===== src/rtl/yacht_pkg.sv =====
`default_nettype none
// ============================================================================
//  Package    : yacht_pkg
//  Description: Shared state encoding and scoring constants for the Yacht
//               turn/round sequencer.
//  Revision   : 1.0 - initial release
// ============================================================================
package yacht_pkg;

    // Sequencer state encoding, exported on the controller's state port
    typedef enum logic [2:0] {
        ST_INIT       = 3'd0,
        ST_TURN_START = 3'd1,
        ST_WAIT       = 3'd2,
        ST_ROLL       = 3'd3,
        ST_SELECT     = 3'd4,
        ST_COMMIT     = 3'd5,
        ST_NEXT       = 3'd6,
        ST_GAME_END   = 3'd7
    } state_t;

    // Upper section = categories 0..UPPER_CNT-1 (ones .. sixes)
    localparam int UPPER_CNT    = 6;
    localparam int BONUS_THRESH = 63;
    localparam int BONUS_PTS    = 35;

    // True when a category index falls in the upper section
    function automatic logic is_upper(input logic [3:0] idx);
        return (idx < 4'(UPPER_CNT));
    endfunction

endpackage
`default_nettype wire


===== src/rtl/yacht_free_cat_finder.sv =====
`default_nettype none
// ============================================================================
//  Module     : yacht_free_cat_finder
//  Description: Combinational search over a used-category mask. Produces the
//               lowest free category and the next (dir=1) or previous (dir=0)
//               free category from cur_idx, wrapping around NUM_CAT. When no
//               other category is free the step result is cur_idx itself.
//  Revision   : 1.0 - initial release
// ============================================================================
module yacht_free_cat_finder #(
    parameter int NUM_CAT = 12
) (
    input  logic [NUM_CAT-1:0] mask,
    input  logic [3:0]         cur_idx,
    input  logic               dir,
    output logic [3:0]         first_free,
    output logic [3:0]         step_free
);

    logic w_first_found;
    logic w_step_found;
    int   w_cand;

    // Lowest clear bit of the mask; 0 if the mask is full
    always_comb begin
        first_free    = '0;
        w_first_found = 1'b0;
        for (int i = 0; i < NUM_CAT; i++) begin
            if (!w_first_found && !mask[i]) begin
                first_free    = 4'(i);
                w_first_found = 1'b1;
            end
        end
    end

    // Walk away from cur_idx in the requested direction, wrapping modulo NUM_CAT
    always_comb begin
        step_free    = cur_idx;
        w_step_found = 1'b0;
        w_cand       = 0;
        for (int k = 1; k < NUM_CAT; k++) begin
            w_cand = dir ? (int'(cur_idx) + k) : (int'(cur_idx) + NUM_CAT - k);
            if (w_cand >= NUM_CAT) begin
                w_cand = w_cand - NUM_CAT;
            end
            if (!w_step_found && !mask[w_cand[3:0]]) begin
                step_free    = w_cand[3:0];
                w_step_found = 1'b1;
            end
        end
    end

endmodule
`default_nettype wire


===== src/rtl/yacht_game_ctrl.sv =====
`default_nettype none
// ============================================================================
//  Module     : yacht_game_ctrl
//  Description: Yacht turn/round sequencer for NUM_PLAYERS players over
//               NUM_CAT categories. Drives the dice roller, tracks per-player
//               used-category masks and saturating totals, and reports the
//               winner / tie at game end. btn_roll in GAME_END restarts.
//  Options    : YACHT_UPPER_BONUS_EN - per-player upper-section sum; the
//               commit that brings it to >= 63 adds a one-time +35 bonus.
//  Revision   : 1.0 - initial release
// ============================================================================
module yacht_game_ctrl
    import yacht_pkg::*;
#(
    parameter int NUM_PLAYERS = 2,
    parameter int NUM_CAT     = 12,
    parameter int MAX_ROLLS   = 3,
    parameter int SCORE_W     = 8,
    parameter int TOTAL_W     = 10
) (
    input  logic                           clk,
    input  logic                           reset_n,
    input  logic                           btn_roll,
    input  logic                           btn_sel,
    input  logic                           btn_prev,
    input  logic                           btn_next,
    input  logic [SCORE_W-1:0]             calc_score,
    output logic [2:0]                     state,
    output logic [1:0]                     player,
    output logic                           roll_trigger,
    output logic [1:0]                     roll_cnt,
    output logic [3:0]                     category_idx,
    output logic [3:0]                     round_num,
    output logic [NUM_PLAYERS*TOTAL_W-1:0] scores,
    output logic                           game_over,
    output logic [1:0]                     winner,
    output logic                           tie
);

    // Headroom for total + score + bonus before saturation
    localparam int c_SUM_W = ((TOTAL_W > SCORE_W) ? TOTAL_W : SCORE_W) + 2;

    state_t r_state;
    state_t w_state_nxt;

    logic [1:0] r_player;
    logic       r_roll_trig;
    logic [1:0] r_roll_cnt;
    logic [3:0] r_cat_idx;
    logic [3:0] r_round;

    // FSM action strobes
    logic w_clear;
    logic w_turn_start;
    logic w_do_roll;
    logic w_move;
    logic w_commit;
    logic w_advance;

    // Per-player state gathered into packed arrays for the active-player mux
    logic [NUM_PLAYERS-1:0][NUM_CAT-1:0] w_mask;
    logic [NUM_PLAYERS-1:0][TOTAL_W-1:0] w_tot;
    logic [NUM_CAT-1:0]                  w_act_mask;
    logic [TOTAL_W-1:0]                  w_act_total;

    logic [3:0]         w_first_free;
    logic [3:0]         w_step_free;
    logic [NUM_CAT-1:0] w_cat_onehot;
    logic [5:0]         w_bonus_pts;
    logic [c_SUM_W-1:0] w_sum;
    logic [TOTAL_W-1:0] w_total_new;

    logic [TOTAL_W-1:0] w_best;
    logic [1:0]         w_win;
    logic               w_tie;

    assign w_cat_onehot = {{(NUM_CAT-1){1'b0}}, 1'b1} << r_cat_idx;

    yacht_free_cat_finder #(
        .NUM_CAT    (NUM_CAT)
    ) u_finder (
        .mask       (w_act_mask),
        .cur_idx    (r_cat_idx),
        .dir        (btn_next),
        .first_free (w_first_free),
        .step_free  (w_step_free)
    );

    // State register
    always_ff @(posedge clk or negedge reset_n) begin
        if (!reset_n) begin
            r_state <= ST_INIT;
        end else begin
            r_state <= w_state_nxt;
        end
    end

    // Next-state decode and per-state action strobes
    always_comb begin
        w_state_nxt  = r_state;
        w_clear      = 1'b0;
        w_turn_start = 1'b0;
        w_do_roll    = 1'b0;
        w_move       = 1'b0;
        w_commit     = 1'b0;
        w_advance    = 1'b0;
        case (r_state)
            ST_INIT: begin
                w_clear     = 1'b1;
                w_state_nxt = ST_TURN_START;
            end
            ST_TURN_START: begin
                w_turn_start = 1'b1;
                w_state_nxt  = ST_WAIT;
            end
            ST_WAIT: begin
                // A roll request takes priority over a select request
                if (btn_roll && (r_roll_cnt < 2'(MAX_ROLLS))) begin
                    w_state_nxt = ST_ROLL;
                end else if (btn_sel && (r_roll_cnt != 2'd0)) begin
                    w_state_nxt = ST_SELECT;
                end
            end
            ST_ROLL: begin
                w_do_roll   = 1'b1;
                w_state_nxt = ((r_roll_cnt + 2'd1) == 2'(MAX_ROLLS)) ? ST_SELECT : ST_WAIT;
            end
            ST_SELECT: begin
                if (btn_sel) begin
                    w_state_nxt = ST_COMMIT;
                end else if (btn_next || btn_prev) begin
                    w_move = 1'b1;
                end
            end
            ST_COMMIT: begin
                w_commit    = 1'b1;
                w_state_nxt = ST_NEXT;
            end
            ST_NEXT: begin
                w_advance = 1'b1;
                if ((r_player == 2'(NUM_PLAYERS-1)) && (r_round == 4'(NUM_CAT))) begin
                    w_state_nxt = ST_GAME_END;
                end else begin
                    w_state_nxt = ST_TURN_START;
                end
            end
            ST_GAME_END: begin
                // Restart clears the game on the way into INIT
                if (btn_roll) begin
                    w_clear     = 1'b1;
                    w_state_nxt = ST_INIT;
                end
            end
            default: begin
                w_state_nxt = ST_INIT;
            end
        endcase
    end

    // Turn bookkeeping: player, round, roll count, highlighted category
    always_ff @(posedge clk or negedge reset_n) begin
        if (!reset_n) begin
            r_player    <= '0;
            r_roll_trig <= 1'b0;
            r_roll_cnt  <= '0;
            r_cat_idx   <= '0;
            r_round     <= 4'd1;
        end else begin
            r_roll_trig <= w_do_roll;
            if (w_clear) begin
                r_player   <= '0;
                r_roll_cnt <= '0;
                r_cat_idx  <= '0;
                r_round    <= 4'd1;
            end
            if (w_turn_start) begin
                r_roll_cnt <= '0;
                r_cat_idx  <= w_first_free;
            end
            if (w_do_roll) begin
                r_roll_cnt <= r_roll_cnt + 2'd1;
            end
            if (w_move) begin
                r_cat_idx <= w_step_free;
            end
            if (w_advance) begin
                if (r_player == 2'(NUM_PLAYERS-1)) begin
                    r_player <= '0;
                    if (r_round != 4'(NUM_CAT)) begin
                        r_round <= r_round + 4'd1;
                    end
                end else begin
                    r_player <= r_player + 2'd1;
                end
            end
        end
    end

    // Active-player mask and total
    always_comb begin
        w_act_mask  = '0;
        w_act_total = '0;
        for (int p = 0; p < NUM_PLAYERS; p++) begin
            if (r_player == 2'(p)) begin
                w_act_mask  = w_mask[p];
                w_act_total = w_tot[p];
            end
        end
    end

`ifdef YACHT_UPPER_BONUS_EN
    localparam int c_UP_W = SCORE_W + 3;

    logic [NUM_PLAYERS-1:0][c_UP_W-1:0] w_upper;
    logic [NUM_PLAYERS-1:0]             w_done;
    logic [c_UP_W-1:0]                  w_act_upper;
    logic                               w_act_done;
    logic                               w_is_upper;
    logic [c_UP_W-1:0]                  w_upper_new;
    logic                               w_bonus_hit;

    // Active-player upper sum and bonus-awarded flag
    always_comb begin
        w_act_upper = '0;
        w_act_done  = 1'b0;
        for (int p = 0; p < NUM_PLAYERS; p++) begin
            if (r_player == 2'(p)) begin
                w_act_upper = w_upper[p];
                w_act_done  = w_done[p];
            end
        end
    end

    assign w_is_upper  = is_upper(r_cat_idx);
    assign w_upper_new = w_act_upper + c_UP_W'(calc_score);
    assign w_bonus_hit = w_is_upper && !w_act_done && (w_upper_new >= c_UP_W'(BONUS_THRESH));
    assign w_bonus_pts = w_bonus_hit ? 6'(BONUS_PTS) : 6'd0;
`else
    assign w_bonus_pts = 6'd0;
`endif

    assign w_sum       = c_SUM_W'(w_act_total) + c_SUM_W'(calc_score) + c_SUM_W'(w_bonus_pts);
    assign w_total_new = (|w_sum[c_SUM_W-1:TOTAL_W]) ? {TOTAL_W{1'b1}} : w_sum[TOTAL_W-1:0];

    generate
        for (genvar gp = 0; gp < NUM_PLAYERS; gp++) begin : g_player
            logic [NUM_CAT-1:0] r_mask;
            logic [TOTAL_W-1:0] r_total;

            // Per-player used mask and running total, updated on this player's commit
            always_ff @(posedge clk or negedge reset_n) begin
                if (!reset_n) begin
                    r_mask  <= '0;
                    r_total <= '0;
                end else if (w_clear) begin
                    r_mask  <= '0;
                    r_total <= '0;
                end else if (w_commit && (r_player == 2'(gp))) begin
                    r_mask  <= r_mask | w_cat_onehot;
                    r_total <= w_total_new;
                end
            end

            assign w_mask[gp] = r_mask;
            assign w_tot[gp]  = r_total;

`ifdef YACHT_UPPER_BONUS_EN
            logic [c_UP_W-1:0] r_upper;
            logic              r_bonus_done;

            // Upper-section sum and one-shot bonus flag for this player
            always_ff @(posedge clk or negedge reset_n) begin
                if (!reset_n) begin
                    r_upper      <= '0;
                    r_bonus_done <= 1'b0;
                end else if (w_clear) begin
                    r_upper      <= '0;
                    r_bonus_done <= 1'b0;
                end else if (w_commit && (r_player == 2'(gp)) && w_is_upper) begin
                    r_upper <= w_upper_new;
                    if (w_bonus_hit) begin
                        r_bonus_done <= 1'b1;
                    end
                end
            end

            assign w_upper[gp] = r_upper;
            assign w_done[gp]  = r_bonus_done;
`endif
        end
    endgenerate

    // Highest total; ties resolve to the lowest player index
    always_comb begin
        w_best = w_tot[0];
        w_win  = '0;
        w_tie  = 1'b0;
        for (int p = 1; p < NUM_PLAYERS; p++) begin
            if (w_tot[p] > w_best) begin
                w_best = w_tot[p];
                w_win  = 2'(p);
                w_tie  = 1'b0;
            end else if (w_tot[p] == w_best) begin
                w_tie = 1'b1;
            end
        end
    end

    assign state        = r_state;
    assign player       = r_player;
    assign roll_trigger = r_roll_trig;
    assign roll_cnt     = r_roll_cnt;
    assign category_idx = r_cat_idx;
    assign round_num    = r_round;
    assign scores       = w_tot;
    assign game_over    = (r_state == ST_GAME_END);
    assign winner       = game_over ? w_win : 2'd0;
    assign tie          = game_over && w_tie;

endmodule
`default_nettype wire


===== config.mk =====
export PLATFORM = sky130hd
export DESIGN_NAME = yacht_game_ctrl
export DESIGN_NICKNAME = d
export VERILOG_FILES = /design/src/rtl/yacht_pkg.sv /design/src/rtl/yacht_free_cat_finder.sv /design/src/rtl/yacht_game_ctrl.sv
export SDC_FILE = /design/constraint.sdc
export NUM_CORES = 1
export LEC_CHECK = 0
export ABC_AREA = 1
export CORE_MARGIN = 1
export CORE_UTILIZATION = 40
export DETAILED_ROUTE_END_ITERATION = 16
export GPL_TIMING_DRIVEN = 0
export PLACE_DENSITY = 0.64
export SLEW_MARGIN = 10
export SYNTH_ARGS = -nofsm -noshare
export SYNTH_HDL_FRONTEND = slang
export SYNTH_SLANG_ARGS = --single-unit

===== constraint.sdc =====
create_clock -name clk -period 6.25 [get_ports clk]
set_input_delay 1.25 -clock clk [delete_from_list [all_inputs] [get_ports clk]]
set_output_delay 1.25 -clock clk [all_outputs]
set_load 0.01 [all_outputs]

Word-level counts from Yosys, hierarchy flattened
Index checks and enable logic that the tools add are counted.
- bits in registers: 60
- output and inout port bits: 40
- logic and storage cells: 302
- add/sub/neg operators: 38
- order comparisons: 24
- equality and inequality tests: 16
- shifts and indexed selects: 1
- multiplexer cells: 132
- bitwise gates (word level): 2
- reduce and logical (&&, ||, !) cells: 79
- operators with widths (operator ; count):
    $ge 32x5->1 const B ; 11
    $mux 32 ; 11
    $mux 4 ; 39
    $sub 32x4->32 const B ; 4
    $sub 32x5->32 const B ; 4
    $mux 12 ; 6
    $mux 10 ; 7
    $sub 32x3->32 const B ; 2
    $lt 4x5->1 const B ; 11
    $mux 1 ; 45
    $bmux 1 s4 ; 11
    $sub 4x3->4 const B ; 11
    $logic_not 1->1 ; 40
    $sub 32x2->32 const B ; 1
    $logic_and 1x1->1 ; 27
    $add 4x4->5 const B ; 5
    $or 12x12->12 ; 2
    $pmux 3 s8 ; 1
    $add 4x3->5 const B ; 4
    $mux 3 ; 6
    $eq 3x3->1 const B ; 4
    $ne 12x12->1 const B ; 1
    $shl 1x4->12 const A ; 1
    $add 10x8->11 ; 1
    other kinds (25) ; 37

Longest topological paths before layout
Gate-level depths: netlist of the first run.
- depth in word-level cells: 38
- gate-level depth with buffers: 36
- gate-level depth less buffers: 34

By module
From an unflattened synthesis of the first run, not the netlist that was laid out.
- cell total of the unflattened synthesis: 1070
- area, all modules: 6621.4 sq um
- by module, submodules not included (module ; times used ; cells an instance ; area each (sq um)):
    yacht_game_ctrl ; 1 ; 486 ; 3618.5
    yacht_free_cat_finder ; 1 ; 584 ; 3002.9

Least setup slack after synthesis of the first run
No wires, ideal clock.
- kind: flip-flop to flip-flop
- start point: register r_cat_idx[2], in the netlist category_idx[2]
- end point: register r_cat_idx[2], in the netlist category_idx[2]
- library setup time: 0.122 ns
- arrival: 3.892 ns
- setup slack: 2.235 ns
- cell stages (with the launch flop): 34
- buffers on the path: 2
- path through: dfrtp_1 -> buf_4 -> inv_1 -> ha_1 -> buf_4 -> inv_2 -> xor2_1 -> nand2_1 -> o21ai_2 -> inv_1 -> ha_1 -> o21bai_1 -> nor2_1 -> nand2_1 -> nand2_1 -> nand2_1 -> o21ai_0 -> inv_1 -> nand2_1 -> nand2_1 -> inv_2 -> nand3_2 -> nor2_4 -> nand2_4 -> nor2_8 -> nand3b_4 -> nor2_4 -> nand2_4 -> nand2_2 -> inv_2 -> nand3_2 -> nand2_2 -> a21oi_1 -> a21oi_1
- cells in the longest elaborated chain, start to end: 38
- elaborated cells on any way between the ends: 142
- classes of those cells: add/sub: 34; order compare: 11; eq/ne: 1; mux: 66; reduce/logical: 30
- ends and longest elaborated chain (element ; RTL line ; RTL):
    from (decl) ; yacht_game_ctrl.sv:49 ; logic [3:0] r_cat_idx;
    from (signal assigned) ; yacht_game_ctrl.sv:178 ; r_cat_idx <= w_first_free;
    from (signal assigned) ; yacht_game_ctrl.sv:184 ; r_cat_idx <= w_step_free;
    $add 4x4->5 ; yacht_free_cat_finder.sv:42 ; w_cand = dir ? (int'(cur_idx) + k) : (int'(cur_idx) + NUM_CAT - k);
    $sub 32x3->32 ; yacht_free_cat_finder.sv:42 ;
    $mux 32 ; yacht_free_cat_finder.sv:42 ;
    $ge 32x5->1 or $sub 4x3->4 (tied branches) ; yacht_free_cat_finder.sv:43, yacht_free_cat_finder.sv:44 ;
    $mux 4 ; yacht_free_cat_finder.sv:43 ; if (w_cand >= NUM_CAT) begin
    $bmux 1 s4 ; yacht_free_cat_finder.sv:46 ; if (!w_step_found && !mask[w_cand[3:0]]) begin
    $mux 1 (implied by the code) ; yacht_free_cat_finder.sv:46 ;
    $logic_not 1->1 ; yacht_free_cat_finder.sv:46 ;
    [... 22 more ...] ; - ;
    $mux 1 ; yacht_free_cat_finder.sv:46 ;
    $logic_not 1->1 ; yacht_free_cat_finder.sv:46 ;
    $logic_and 1x1->1 ; yacht_free_cat_finder.sv:46 ;
    $mux 1 ; yacht_free_cat_finder.sv:46 ;
    $logic_not 1->1 ; yacht_free_cat_finder.sv:46 ;
    $logic_and 1x1->1 ; yacht_free_cat_finder.sv:46 ;
    $ne 12x12->1 (no line) or $mux 4 (tied branches) ; - ;
    $reduce_and 2->1 (no line) or $mux 4 (tied branches) ; - ;
Several ways; a longest one is shown, not always the timed one. The select of a mux whose other input is x is not followed.
A chain may end at the register's enable or synchronous reset.

Final worst setup path of the first run
- start point: register r_cat_idx[1], in the netlist category_idx[1]
- end point: register r_cat_idx[0], in the netlist category_idx[0]
The elaborated chain is that of the path after synthesis.

==> impl_metrics.tcl, run 1 <==
set metrics [dict create \
    clock-root-buffer "clkbuf_16" \
    die_area_um2 16780 \
    drive_gt1_share_pct 8.263 \
    utilization_pct 48.09 \
    vias 6683 \
    clk_pin_slew_worst_paths_ps 50 \
    die_y_um 129.6 \
    drv_slew 0 \
    synth_ff_type "dfrtp_1" \
    cp_common_cell "nand2_1" \
    antenna_left 0 \
    die_w_um 129.6 \
    netlist_instances 999 \
    gp_congestion 0.9221 \
    synth.most_common_cell "nand2_1" \
    cts.path.max_buffers 2 \
    postLayoutCellArea_um2 7640 \
    path_class "reg -> reg" \
    synthTopCellsByArea "dfrtp_1 (23%), nand2_1 (15%), ha_1 (12%), inv_1 (7.1%), nand3_1 (6.3%)" \
    arrival_ps 5350 \
    post-synth-top-area-fraction_pct 22.69 \
    drc_errors 0 \
    cp-start-kind "flop" \
    ys_seq_area_share_pct 23.09 \
    cts_buffers 9 \
    endpoint_kind "flop" \
    start_util_pct 40.97 \
    multi_input_area_um2 4294 \
    hold_viol_final 0 \
    grt_pass1_vias 6402 \
    place_ws_ps 1140 \
    cts_sinks 60 \
    ys_ff_latch 60 \
    drt-total-wl_mm 19.31 \
    yosysUniqueCellTypes 60 \
    timing.fmax_mhz 194.3 \
    overflow 0 \
    dpl_cell_area_um2 7286 \
    slew_headroom_pct 46.66 \
    synth_fp_nets 1074 \
    antenna_found_initial 0 \
    setup_slack_ps 1102 \
    h-tree-depth 3 \
    grt_pass1_wl_mm 31.88 \
    synth_edf_count 0 \
    finClkSkew_ps 6.239 \
    viasPerCell 5.217 \
    n_fill_cell 1665 \
    worst_slew_pin_slew_ps 800.0 \
    grt_usage_pct 24.41 \
    nNetsFinal 1136 \
    cts_setup_buffers 0 \
    antennaDiodeCount 0 \
    synth_area_leader_cell "dfrtp_1" \
    wl_per_cell_um 15.07 \
    dr.pass1.iters 5 \
    hp-class "reg -> reg" \
    synth_common_cells "nand2_1 (260), inv_1 (123), nand3_1 (82), nor2_1 (78)" \
    crit_fanout 15 \
    synthArstFlopShare_pct 100.0 \
    clk_latency_ps 330 \
    syn_to_final_growth_pct 17.40 \
    cts_hold_buf 0 \
    drtIter0Drc 440 \
    yosysWarnings 0 \
    dp_hpwl_mm 14.91 \
    fin_tns_setup_ps 0 \
    rsz0062_at_grt "no" \
    worstPathRequired_ps 6450 \
    period_minus_slack_ps 5148 \
    setup_violations 0 \
    status "finished, final reports clean" \
    regArea_um2 1503 \
    cts-resized-gates 0 \
    critPathMaxStageDelay_ps 520 \
    core_area_um2 15890 \
    grt_max_degree 61 \
    cap_violations 0 \
    cts_tree "done" \
    synth_area_um2 6507 \
    boundaryPins 54 \
    finalCritPeriodShare_pct 82.37 \
    fp-row-count 46 \
    io_buffer_count 51 \
    crit_path_top_delay_cell "dfrtp_1" \
    avgSynthCellArea_um2 6.514 \
]
-- critical path: cells and delay by family, from the launching register on --
kind	cells	cell delay (ps)
AOI/OAI and AO/OA	4	690
buffers and inverters	5	1050
adders and majority gates	3	980
and+or+nand+nor	16	1750
DFF	1	520
-- cell families (layout without fill, tap and decap cells) --
| family | count (synthesis) | in the layout | share of synthesized area (%) |
|---|---|---|---|
| buffers and inverters | 173 | 239 | 10.92 |
| AO/OA/AOI/OAI | 197 | 197 | 17.36 |
| multiplexers | 1 | 1 | 0.1538 |
| XOR/XNOR | 24 | 24 | 3.634 |
| adder cells (fa/ha/maj) | 61 | 61 | 11.84 |
| other | 1 | 1 | 0.05763 |
| AND/OR/NAND/NOR | 482 | 482 | 32.94 |
| flip-flops | 60 | 60 | 23.09 |
-- path summary, 6_finish.rpt --
path / from / end / slack, ps / cells past startpoint
max: category_idx[1] / category_idx[0] / 1100 / 28
min: g_player[0].r_mask[9] / g_player[0].r_mask[9] / 510 / 2
max reg2reg: category_idx[1] / category_idx[0] / 1100 / 28
min reg2reg: g_player[0].r_mask[9] / g_player[0].r_mask[9] / 510 / 2
max in group asynchronous: reset_n / g_player[1].r_mask[9] / 4710 / 1
min in group asynchronous: reset_n / round_num[2] / 1020 / 1
-- stage by stage --
step / instances / hold WS (ps)
4_1_cts: 1281 / 509.3
5_1_grt: 1281 / 515.3
2_1_floorplan: 999 / 477.7
3_3_place_gp: 1266 / 489.2
3_5_place_dp: 1266 / 498.0
6_report: 1281 / 506.9
-- state kept, by name, summed over array words and instances, names as in the netlist --
signal / flops
g_player.r_mask: 24
g_player.r_total: 20
category_idx: 4
round_num: 4
state: 3
player: 2
roll_cnt: 2
roll_trigger: 1
-- per-layer routing --
metal / GRT usage [%] / share of wire [%]
met4: 9.166 / 2.8
met5: 0 / 0
met3: 2.725 / 4.2
met2: 42.35 / 47
met1: 31.16 / 46
-- layout by cell type, fill, tap and decap left out, types with 3 or more instances in the layout --
| cell | Yosys | routed |
|---|---|---|
| inv_1 | 123 | 123 |
| a31oi_1 | 7 | 7 |
| clkbuf_16 | 0 | 9 |
| clkdlybuf4s50_1 | 0 | 50 |
| buf_4 | 6 | 7 |
| o21ai_1 | 25 | 25 |
| o21bai_1 | 3 | 3 |
| nand3_2 | 3 | 3 |
| xor2_1 | 18 | 18 |
| nor2_1 | 78 | 78 |
| nand2_2 | 10 | 10 |
| o22ai_1 | 12 | 12 |
| a21oi_1 | 60 | 60 |
| nor2_2 | 3 | 3 |
| nand4_1 | 14 | 14 |
| buf_2 | 4 | 4 |
| bufinv_16 | 0 | 4 |
| inv_2 | 18 | 18 |
| nor2_4 | 4 | 4 |
| buf_6 | 4 | 4 |
| xnor2_1 | 4 | 4 |
| ha_1 | 60 | 60 |
| nand3_1 | 82 | 82 |
| nand2_4 | 3 | 3 |
| o211ai_1 | 7 | 7 |
| o21ai_2 | 4 | 4 |
| clkinv_1 | 3 | 3 |
| or2_1 | 4 | 4 |
| dfrtp_1 | 59 | 59 |
| nor3_1 | 12 | 12 |
| o21ai_0 | 60 | 60 |
| clkbuf_1 | 12 | 13 |
| nand2_1 | 260 | 260 |
-- final cells by class --
| type | count | share of cell area, % |
|---|---|---|
| Inverter | 146 | 7.222 |
| Multi-Input combinational cell | 766 | 56.21 |
| Timing Repair Buffer | 51 | 6.649 |
| Clock inverter | 5 | 1.638 |
| Sequential cell | 60 | 19.67 |
| Buffer | 27 | 2.080 |
| Tap cell | 216 | 3.538 |
| Clock buffer | 10 | 2.997 |
Power of run 1 is not shown: default switching activity piles up to over one toggle a cycle in this logic, so the estimate is an artifact.
==> run 2, diff against run 1 <==
==> constraint.sdc (replaced) <==
create_clock -name clk -period 5 [get_ports clk]
set_input_delay 1 -clock clk [delete_from_list [all_inputs] [get_ports clk]]
set_output_delay 1 -clock clk [all_outputs]
set_load 0.01 [all_outputs]
==> run 2 against run 1 <==
Net effect:
- flip-flop and latch count unchanged
- setup slack got worse by 710 ps
- utilization increased by 0.68 points
- final cell count increased by 0.94%
- die area unchanged
- critical endpoint unchanged
==> impl_metrics.tcl, run 2 (synthesis gave the netlist of run 1 again) <==
set metrics [dict create \
    finClkSkew_ps 6.113 \
    reg2reg_slack_ps 390 \
    worstPathRequired_ps 5200 \
    dr.pass1.iters 6 \
    core_area_um2 15890 \
    cts_sinks 60 \
    slew_headroom_pct 46.33 \
    largest_register "g_player.r_mask" \
    timing.fmax_mhz 217.0 \
    wl_per_cell_um 15.01 \
    die_area_um2 16780 \
    n_fill_cell 1664 \
    utilization_pct 48.77 \
    period_minus_slack_ps 4608 \
    r2r_end "category_idx[0]" \
    worst_slew_pin_slew_ps 805.0 \
    clock-root-buffer "clkbuf_16" \
    start_util_pct 40.97 \
    path_class "reg -> reg" \
    critPathMaxStageDelay_ps 480 \
    drive_gt1_share_pct 9.749 \
    grt_pass1_wl_mm 31.89 \
    die_w_um 129.6 \
    hp-class "reg -> reg" \
    antennaDiodeCount 0 \
    drc_errors 0 \
    boundaryPins 54 \
    reg2reg_from "category_idx[3]" \
    finalCritPeriodShare_pct 92.16 \
    cts.path.max_buffers 2 \
    clk_pin_slew_worst_paths_ps 50 \
    drv_slew 0 \
    grt_pass1_vias 6410 \
    cap_violations 0 \
    fin_tns_setup_ps 0 \
    clk_latency_ps 330 \
    antenna_left 0 \
    syn_to_final_growth_pct 19.05 \
    io_buffer_count 51 \
    antenna_found_initial 0 \
    vias 6709 \
    setup_violations 0 \
    dp_hpwl_mm 14.91 \
    place_ws_ps -110.2 \
    grt_usage_pct 24.41 \
    final_cell_mix "nand2_1 (260), inv_1 (121), nand3_1 (82)" \
    arrival_ps 4810 \
    layout_commonest_cell "nand2_1" \
    cts_hold_buf 0 \
    gp_congestion 0.9221 \
    endpoint_kind "flop" \
    cp_common_cell "nand2_1" \
    reg_top3 "g_player.r_mask x24, g_player.r_total x20" \
    largest_register_ffs 24 \
    die_y_um 129.6 \
    cts_buffers 9 \
    drtIter0Drc 448 \
    min-delay-start "g_player[0].r_mask[9]" \
    cp-start-kind "flop" \
    grt_max_degree 61 \
    min_path_cells 2 \
    drt-total-wl_mm 19.41 \
    viasPerCell 5.189 \
    rr_worst_depth 32 \
    status "finished, final reports clean" \
    nNetsFinal 1148 \
    crit_fanout 10 \
    overflow 0 \
    cts_tree "done" \
    setup_slack_ps 391.9 \
    crit_path_top_delay_cell "dfrtp_1" \
    fp-row-count 46 \
    hold_viol_final 0 \
    h-tree-depth 3 \
    hold_end "g_player[0].r_mask[9]" \
]
-- run 2: worst max-delay path, delay by kind of cell (launching register included) --
kind                       cells  cell delay, ps
AOI/OAI and AO/OA              4             580
xor gates and xnor gates       1             140
DFF                            1             480
buffers and inverters          8            1080
and+or+nand+nor               17            1690
adders and majority gates      2             500
-- run 2: timing repair --
item / 4_1_cts / 5_1_grt
setup endpoints to repair: 4 / 4
hold endpoints to repair: 0 / 0
gates resized for setup: 1 / 7
buffers inserted: 0 / 12
-- run 2: per-layer routing --
| metal | share of wire [%] | up-vias | GRT usage [%] |
|---|---|---|---|
| met5 | 0 | - | 0 |
| met3 | 4.2 | 37 | 2.766 |
| met2 | 47 | 188 | 42.28 |
| met4 | 3.2 | 0 | 9.302 |
| met1 | 45 | 3062 | 31.13 |
| li1 | - | 3422 | - |
-- run 2: worst max path at each step --
stage | endpoint | startpoint | slack [ps] | cells past startpoint
finish | category_idx[0] | category_idx[3] | 390 | 32
global route | category_idx[2] | category_idx[3] | -10 | 32
CTS | category_idx[0] | category_idx[2] | 50 | 32
detailed placement | category_idx[0] | category_idx[1] | -110 | 28
global placement | category_idx[0] | category_idx[1] | -110 | 28
floorplan | category_idx[2] | category_idx[2] | 990 | 33
-- run 2: final cells by class --
cell class | count | area, µm² | share of cell area (%)
plain buffers | 27 | 161.4 | 2.083
clock buffers | 10 | 229.0 | 2.955
clock inverters | 5 | 125.1 | 1.615
inverters | 146 | 561.8 | 7.251
multi-input cells | 766 | 4298 | 55.47
flip-flops and latches | 60 | 1504 | 19.41
well taps | 216 | 270.3 | 3.488
repair buffers | 63 | 598.1 | 7.720
-- run 2: metrics by stage --
stage / hold WS, ps / cells / cell area (µm²)
after floorplan: 477.7 / 999 / 6507
after global routing: 515.3 / 1293 / 7747
after detailed placement: 498.0 / 1266 / 7286
after global placement: 489.2 / 1266 / 7288
final: 506.8 / 1293 / 7747
after CTS: 509.3 / 1281 / 7641
Power of run 2 is left out for the same reason.
==> run 3, diff against run 2 <==
--- a/config.mk
+++ b/config.mk
@@ -10,8 +10,9 @@
 export CORE_UTILIZATION = 40
 export DETAILED_ROUTE_END_ITERATION = 16
 export GPL_TIMING_DRIVEN = 0
-export PLACE_DENSITY = 0.64
+export PLACE_DENSITY = 0.63
 export SLEW_MARGIN = 10
 export SYNTH_ARGS = -nofsm -noshare
 export SYNTH_HDL_FRONTEND = slang
+export SYNTH_HIERARCHICAL = 1
 export SYNTH_SLANG_ARGS = --single-unit
==> run 3 against run 2 <==
Net effect:
- synthesized area rose by 1.7%
- utilization rose by 0.27 points
- wire length rose by 1.2%
- global-route usage fell by 0.62 points
- flip-flop and latch count did not move
- synthesized cell count rose by 7.1%
- critical path depth fell by 2
- sequential share of layout area fell by 0.16 points
- non-clock buffer count rose by 1
- register-to-register slack improved by 140 ps
- largest cell class unchanged
==> impl_metrics.tcl, run 3 <==
set metrics [dict create \
    status "finished, final reports clean" \
    clock-root-buffer "clkbuf_16" \
    antennaDiodeCount 0 \
    h-tree-depth 3 \
    synth_ff_type "dfrtp_1" \
    reg2reg_slack_ps 530 \
    fp-row-count 46 \
    boundaryPins 54 \
    grt_max_degree 61 \
    cts_tree "done" \
    netlist_instances 1070 \
    synth_fp_nets 1137 \
    drv_slew 0 \
    crit_end "category_idx[2]" \
    overflow 0 \
    die_area_um2 17070 \
    synth_common_cells "nand2_1 (323), inv_1 (163), nand3_1 (98), o21ai_0 (69)" \
    start_util_pct 41.38 \
    period_minus_slack_ps 4466 \
    post-synth-top-area-fraction_pct 22.30 \
    layout_commonest_cell "nand2_1" \
    io_buffer_count 52 \
    rsz0062_at_grt "no" \
    synth_area_leader_cell "dfrtp_1" \
    synth.most_common_cell "nand2_1" \
    cts.path.max_buffers 2 \
    crit_fanout 8 \
    path_class "reg -> reg" \
    drc_errors 0 \
    dp_hpwl_mm 15.11 \
    dr.pass1.iters 5 \
    grt_pass1_vias 6340 \
    cp_common_cell "nand2_1" \
    dpl.cell_count 1338 \
    cp-start-kind "flop" \
    drt-total-wl_mm 19.64 \
    finClkSkew_ps 6.289 \
    worst_slew_pin_slew_ps 771.9 \
    hold_viol_final 0 \
    syn_to_final_growth_pct 18.50 \
    slew_headroom_pct 48.54 \
    synth_edf_count 0 \
    wl_per_cell_um 14.40 \
    worstPathRequired_ps 5210 \
    ir_worst_vdd_v 0.0002931 \
    final_cell_mix "nand2_1 (323), inv_1 (162), nand3_1 (97)" \
    cap_violations 0 \
    yosysWarnings 6 \
    ys_seq_area_share_pct 22.69 \
    viasPerCell 5.137 \
    cts_hold_buf 0 \
    drive_gt1_share_pct 8.885 \
    die_y_um 130.7 \
    clk_pin_slew_worst_paths_ps 50 \
    fin_total_pwr_mw 4.744 \
    vias 7007 \
    nNetsFinal 1211 \
    yosysUniqueCellTypes 52 \
    cts_buffers 9 \
    synth_area_um2 6621 \
    gp_congestion 0.8831 \
    rr_worst_depth 30 \
    p_leak_nw 3.781 \
    fin_tns_setup_ps 0 \
    setup_slack_ps 533.8 \
    arrival_ps 4680 \
    reg2reg_from "category_idx[2]" \
    postLayoutCellArea_um2 7846 \
    critPathMaxStageDelay_ps 470 \
    avgSynthCellArea_um2 6.188 \
    timing.fmax_mhz 223.9 \
    die_w_um 130.7 \
    hp-class "reg -> reg" \
    setup_violations 0 \
    core_area_um2 16000 \
    synthArstFlopShare_pct 100.0 \
    largest_register "g_player.r_mask" \
    drtIter0Drc 450 \
    critPathLaunch "category_idx[2]" \
    grt_pass1_wl_mm 31.66 \
    cts_sinks 60 \
    final_cells 1364 \
    n_fill_cell 1697 \
    reg_top3 "g_player.r_mask x24, g_player.r_total x20" \
    antenna_left 0 \
    ys_ff_latch 60 \
    r2r_end "category_idx[2]" \
    place_ws_ps -186.4 \
    power.density_nw_per_um2 604.6 \
    crit_path_top_delay_cell "dfrtp_4" \
    antenna_found_initial 0 \
    finalCritPeriodShare_pct 89.32 \
    dpl_cell_area_um2 7410 \
    largest_register_ffs 24 \
    synthTopCellsByArea "dfrtp_1 (22%), nand2_1 (18%), ha_1 (9.8%), inv_1 (9.2%), nand3_1 (7.4%)" \
    clk_latency_ps 330 \
    endpoint_kind "flop" \
    grt_usage_pct 23.78 \
]
[run 3: cell count changes after synthesis, sizes merged, moves of 10 or more]
cell,delta
nand2,+57
nor2,-20
nand3,+18
buf,+10
inv,+33
o21ai,+10
[run 3: repair_timing]
item,CTS,global route
setup buffers,0,11
setup endpoints to repair,1,4
gates resized for setup,1,14
pin swaps,0,1
[run 3: power breakdown]
part           leakage, nW  total (mW)  internal [mW]  switching, mW
Clock                0.151       0.659          0.434          0.225
Combinational         2.83        3.34           1.16           2.18
Sequential           0.796       0.741          0.613          0.128
Total                 3.78        4.74           2.21           2.54
[run 3: worst max-delay path: cells and delay by family (launching register included)]
kind,cells,cell delay (ps)
AO/OA/AOI/OAI,2,340
XOR/XNOR,1,180
adder cells (fa/ha/maj),2,510
buffers and inverters,6,860
flip-flops,1,470
AND/OR/NAND/NOR,19,1980
[run 3: stage by stage]
step / hold WS [ps] / util, %
floorplan: 494.5 / -
global placement: 502.3 / 46.32
detailed placement: 493.5 / 46.31
CTS: 510.1 / 48.30
global route: 538.3 / 49.04
finish: 515.6 / 49.04
[run 3: worst min-delay path by stage]
stage / start / end / slack [ps] / cells past startpoint
final: g_player[0].r_total[6] / g_player[0].r_total[6] / 520 / 2
after global routing: g_player[0].r_mask[10] / g_player[0].r_mask[10] / 540 / 2
after CTS: g_player[0].r_total[6] / g_player[0].r_total[6] / 510 / 2
after detailed placement: g_player[0].r_total[6] / g_player[0].r_total[6] / 490 / 2
after global placement: g_player[0].r_total[6] / g_player[0].r_total[6] / 500 / 2
after floorplan: g_player[1].r_mask[0] / g_player[1].r_mask[0] / 490 / 2
[run 3: routing by layer]
| layer | track usage [%] | vias to the layer above | part of all wire, % |
|---|---|---|---|
| li1 | - | 3610 | - |
| met1 | 34.26 | 3173 | 50 |
| met2 | 37.22 | 196 | 43 |
| met3 | 3.298 | 28 | 5.2 |
| met4 | 6.085 | 0 | 1.8 |
| met5 | 0 | - | 0 |
[run 3: kinds of logic after synthesis]
logic type	Yosys count	synth area share [%]
compound gates	198	16.69
xor+xnor	25	3.420
fa+ha+maj	53	10.13
buf+inv	204	12.51
flops	60	22.69
mux	1	0.1512
other cells	1	0.05663
simple gates	528	34.35
[run 3: layout make-up]
cell class | instances | area [µm²] | share of cell area, %
multi-input cells | 806 | 4307 | 54.89
flip-flops and latches | 60 | 1510 | 19.25
inverters | 176 | 668.1 | 8.515
repair buffers | 63 | 603.1 | 7.686
well taps | 216 | 270.3 | 3.444
clock buffers | 9 | 225.2 | 2.870
plain buffers | 28 | 172.7 | 2.201
clock inverters | 6 | 90.09 | 1.148
Note: power is estimated with default switching activity, not from simulation.
